## config.mk

```make
export PLATFORM = sky130hd
export DESIGN_NAME = ora_misr
export DESIGN_NICKNAME = d
export VERILOG_FILES = /design/src/rtl/ora_misr.sv
export SDC_FILE = /design/constraint.sdc
export NUM_CORES = 1
export LEC_CHECK = 0
export CAP_MARGIN = 20
export CORE_ASPECT_RATIO = 0.9
export CORE_MARGIN = 2
export CORE_UTILIZATION = 47
export DETAILED_ROUTE_END_ITERATION = 16
export MAX_ROUTING_LAYER = met4
export PLACE_DENSITY = 0.88
export SYNTH_ARGS = -nofsm -noshare
export SYNTH_HDL_FRONTEND = slang
export SYNTH_SLANG_ARGS = --single-unit
```

## constraint.sdc

```tcl
create_clock -name clk -period 2.1 [get_ports clk]
set_input_delay 0.21 -clock clk [delete_from_list [all_inputs] [get_ports clk]]
set_output_delay 0.21 -clock clk [all_outputs]
set_load 0.01 [all_outputs]
```

## src/rtl/ora_misr.sv

```systemverilog
// Output-response analyser: a multiple-input signature register that compacts
// CUT responses and compares the final signature and response count against golden values.
module ora_misr #(
    parameter int unsigned        BITS      = 3,
    parameter logic [BITS-1:0]    POLY      = 3'b011,
    parameter logic [BITS-1:0]    SEED      = '0,
    parameter logic [BITS-1:0]    GOLDEN    = '0,
    parameter int unsigned        EXP_COUNT = 7,
    parameter int unsigned        CNT_BITS  = 8
) (
    input  logic                clk,
    input  logic                rst,
    input  logic                EN,
    input  logic                END,
    input  logic [BITS-1:0]     RESPONSE,
    output logic [BITS-1:0]     SIGNATURE,
    output logic [CNT_BITS-1:0] COUNT,
    output logic                DONE,
    output logic                PASS
);

    localparam logic [CNT_BITS-1:0] CNT_MAX = '1;
    localparam logic [CNT_BITS-1:0] CNT_ONE = CNT_BITS'(1);
    localparam logic [CNT_BITS-1:0] EXP_CNT = CNT_BITS'(EXP_COUNT);

    typedef enum logic [1:0] {
        IDLE    = 2'd0,
        COMPACT = 2'd1,
        CHECK   = 2'd2,
        HOLD    = 2'd3
    } state_t;

    state_t                state_q;
    state_t                state_d;
    logic [BITS-1:0]       sig_d;
    logic [CNT_BITS-1:0]   cnt_d;
    logic                  done_d;
    logic                  pass_d;
    logic [BITS-1:0]       sig_step;
    logic [CNT_BITS-1:0]   cnt_inc;

    // One MISR shift with polynomial feedback and the response folded in.
    always_comb begin
        sig_step = {SIGNATURE[BITS-2:0], 1'b0}
                 ^ (SIGNATURE[BITS-1] ? POLY : BITS'(0))
                 ^ RESPONSE;
        cnt_inc  = (COUNT == CNT_MAX) ? COUNT : COUNT + CNT_ONE;
    end

    // Next-state and next-output logic; every path starts from "hold".
    always_comb begin
        state_d = state_q;
        sig_d   = SIGNATURE;
        cnt_d   = COUNT;
        done_d  = DONE;
        pass_d  = PASS;

        unique case (state_q)
            IDLE: begin
                if (EN) begin
                    sig_d   = sig_step;
                    cnt_d   = CNT_ONE;
                    state_d = END ? CHECK : COMPACT;
                end
            end
            COMPACT: begin
                if (EN) begin
                    sig_d   = sig_step;
                    cnt_d   = cnt_inc;
                    if (END) begin
                        state_d = CHECK;
                    end
                end
            end
            CHECK: begin
                pass_d  = (SIGNATURE == GOLDEN) && (COUNT == EXP_CNT);
                done_d  = 1'b1;
                state_d = HOLD;
            end
            HOLD: begin
                state_d = HOLD;
            end
            default: begin
                state_d = IDLE;
            end
        endcase
    end

    // State and output registers; reset wins over any activity.
    always_ff @(posedge clk) begin
        if (rst) begin
            state_q   <= IDLE;
            SIGNATURE <= SEED;
            COUNT     <= '0;
            DONE      <= 1'b0;
            PASS      <= 1'b0;
        end else begin
            state_q   <= state_d;
            SIGNATURE <= sig_d;
            COUNT     <= cnt_d;
            DONE      <= done_d;
            PASS      <= pass_d;
        end
    end

endmodule

```

# Yosys cells after proc, flatten, opt, wreduce, memory -nomap -nowiden
# Index checks and enable logic that the tools add are counted.
# word_totals
ff_bits,15
romBits,0
latch_bits,0
out_inout_bits,13
mem_bits_rw,0
memories,0
elab_cells,36
# classes
eq_ne,9
n_lt_le_gt_ge,0
div,0
muxes,10
n_reduce_logical,9
bitwise_logic,2
addsub,1
n_shift,0
n_mul,0
# ops
op,n
8-bit two-way mux,3
8-bit case mux with 2 select lines,1
2-bit two-way mux,5
"8-bit by 1-bit adder with 8-bit output, second input constant",1
"8-bit by 3-bit == test with 1-bit output, second input constant",1
"8-bit == test, second input constant",1
"2-bit != test, second input constant",4
2-bit case mux with 3 select lines,1
"2-bit == test, second input constant",2
4-bit AND reduction,1
2-bit OR reduction,2
3-bit logical NOT,1
3-bit AND reduction,1
3-bit by 2-bit bitwise XOR with 3-bit output,1
3-bit bitwise XOR,1
"2-bit by 1-bit == test with 1-bit output, second input constant",1
2-bit logical NOT,1
2-bit AND reduction,1
2-bit nonzero test,1
1-bit logical AND,1

# Depth between registers and ports, before layout
# logic_depth
depth_word,4
mapped_depth,5

# Worst setup path after synthesis
# No wires, ideal clock.
# synth_timing
path_kind,register to register
start,reg COUNT[0]
end,reg COUNT[3]
path_slack_ns,0.461
period_less_slack_ns,1.639
setup_time_ns,0.088
t_required_ns,2.012
path_stages_with_launch,6
arrival_ns,1.551
cell_sequence,dfxtp_1 -> ha_1 -> nand4_2 -> nor2_2 -> or4_4 -> o32ai_2
# synth_between
elab_chain_len,4
elab_cells_between_ends,7
# synth_lines
element,line_no,text
"start, declared",17,"output logic [CNT_BITS-1:0] COUNT,"
"start signal, assigned",100,COUNT <= cnt_d;
8-bit by 1-bit adder with 8-bit output,47,cnt_inc = (COUNT == CNT_MAX) ? COUNT : COUNT + CNT_ONE;
8-bit two-way mux,47,
8-bit two-way mux,67,if (EN) begin
8-bit case mux with 2 select lines,58,unique case (state_q)
# Parallel ways exist; a longest one is shown, timed or not. The select of a mux whose other input is x is not followed.
# A chain may end at the register's enable or synchronous reset.

# Worst setup path after layout
# Ends and elaborated chain as after synthesis.

==> metrics <==
core area around 1600 um^2; Yosys warning total 0; Pwr Density 555 nW/um^2; gr ovfl total 0; WL final ~1600 um; R2R Setup Slk 370 ps; layout cell share with drive strength beyond 1 under 10%; post-synth top area share ~38%; cell chain of the critical path ha_1 > nand4_2 > nor2_2 > or4_4 > o32ai_2; static leakage approximately 0.00037 uW; vias per std cell 5.27; FF-to-FF Start COUNT[0]$_SDFFE_PP0P_; Buffers on Ports 19; clock buffer depth 2; Ports 20; Pre-Repair DR Iteration Count 5; Cell variety after synth 31; CTS root buf clkbuf_4; FF+latch count, synth 15; cts bufs inserted 3; Clock transition at path regs 90 ps; aggregate global-route resource usage 18.0%; Final #Nets ~130; Main synth FF type dfxtp_1; syn nets approximately 100; hold_sp DONE$_SDFFE_PP0N_; Post-Synthesis Cell Area ~790 um^2; Hold Path End DONE$_SDFFE_PP0N_; ANT nets after route 0; first-pass GRT wire length 2650 um; die width 47.3 um; postcts setup bufs 0; synthesis-to-layout area growth 31.9%; hold depth 2; Final period util 82.3%; dominant cell type by area after synthesis dfxtp_1; slowest CP cell or4_4; DP HPWL approximately 1200 um; pin count of the biggest net entering global routing 16; largest stage delay on the critical path 520 ps; busiest layer in global routing met1; Final setup viols 0; top cells by area, synth dfxtp_1, nor2_1, a211oi_1, xnor2_1, mux2i_1; Inserted Diodes 0; number of global-route vias before repair 606; DRC viols 0; Worst Path Buf+Inv 0; peak supply drop roughly 0.0007 V; Rows 14; starting density of the core 48.6%; routed length per instance 11.6 um; Final Hold Fails 0; post-CTS sizing 0; full die area a little over 2000 um^2; Clock Skews between 6 and 7 ps; H-tree Lvls 1; clock sink count 15; worst min path class reg -> reg; initial antenna violation count 0; Tmin final 1730 ps; EDFF count, synth 0; met1 Usage GRT 26.6%; Max Slew Vio Count 0; met2 global-route usage about a quarter; outcome finished clean; Worst-Margin Slew roughly 430 ps; Startpoint Class flop; hold slack 481 ps; Worst EP arrival about 1900 ps; Post-synth top cells dfxtp_1, nor2_1, a211oi_1; Critical Path RT approximately 2300 ps; terminus of the critical flop-to-flop path COUNT[3]$_SDFFE_PP0P_; Post-Syn Area per Cell 8.61 um^2; Post-synth ARST share 0%; CTS Hold Bufs 0; First DRT Iteration DRCs 25; later-pin clock latency in the skew report approximately 280 ps; most common cell in the synthesized netlist dfxtp_1; CP max FO 8; height of the die around 43 um; Max Fclk 0.579 GHz; max_slew headroom roughly 71%; Pwr Total approximately 580 uW; setup TNS 0 ps; Mapped Cells 92; CTS tree done; critical path class reg -> reg; routability cong. ~0.8; CP top delay family simple AND/OR/NAND/NOR gates; Crit. End Element flop; max_cap viols 0; DR vias about 730; grt met3 use under 10%; Reg2Reg Depth 5; register area share after synthesis ~38%; RSZ-0062 raised after global routing false
## where the power goes
part / total [uW] / switching (uW) / internal [uW]
clock: 166 / 91.9 / 73.7
combinational: 102 / 45.7 / 55.9
sequential: 312 / 15.5 / 297
total: 579 / 153 / 426
## kinds of logic after synthesis
family | share of synthesized area, %
compound gates | 19.4
xor+xnor | 4.42
fa+ha+maj | 3.16
buf+inv | 2.53
flops | 37.9
mux | 3.79
simple gates | 28.8
## cells in the final DEF, fill, tap and decap left out, drive strengths merged, types with 4 or more instances in the layout
master,netlist,final
nor2b,4,4
clkbuf,1,4
clkdlybuf4s50,0,19
nand2,4,4
nand3,4,4
dfxtp,15,15
o21ai,5,5
nor2,15,15
a211oi,5,5
a21oi,4,4
xnor2,4,4
nand2b,4,4
o31ai,4,4
## how the worst max path moves through the flow
stage	start	end	slack [ps]	cells after the start
2_1_floorplan	COUNT[0]$_SDFFE_PP0P_	COUNT[3]$_SDFFE_PP0P_	460	5
3_3_place_gp	EN	COUNT[3]$_SDFFE_PP0P_	350	4
3_5_place_dp	EN	COUNT[3]$_SDFFE_PP0P_	290	4
4_1_cts	COUNT[0]$_SDFFE_PP0P_	COUNT[3]$_SDFFE_PP0P_	370	5
5_1_grt	COUNT[0]$_SDFFE_PP0P_	COUNT[1]$_SDFFE_PP0P_	290	5
6_report	COUNT[0]$_SDFFE_PP0P_	COUNT[3]$_SDFFE_PP0P_	370	5
## flip-flops by register name, summed over array words and instances (netlist names)
signal,flops
DONE,1
state_q,2
PASS,1
COUNT,8
SIGNATURE,3
## metrics by stage
step | cell area, um^2 | setup WS [ps] | instances | util (%)
3_5_place_dp | 1020 | 292 | 135 | 62.5
4_1_cts | 1040 | 366 | 139 | 64.1
6_report | 1040 | 372 | 139 | 64.1
3_3_place_gp | 1020 | 348 | 135 | 62.5
2_1_floorplan | 792 | 461 | 92 | -
5_1_grt | 1040 | 285 | 139 | 64.1
## worst register-to-register path, stage by stage (launching register included)
cell	delay [ps]
dfxtp_1	380
ha_1	260
nand4_2	160
nor2_2	70
or4_4	520
o32ai_2	260
## metal layers
layer,wire [um],vias up,part of all wire (%)
li1,-,374,-
met1,753,335,47
met5,0,-,0
met2,763,19,48
met4,19,0,1.2
met3,69,4,4.3
## final cells by class
class | count | area [um^2]
clock buffer | 4 | 26.3
fill | 125 | 584
inverter | 3 | 11.3
multi-input combinational | 72 | 472
sequential | 15 | 300
tap | 24 | 30.0
timing repair buffer | 21 | 205
Power figures use the tool's default switching activity.
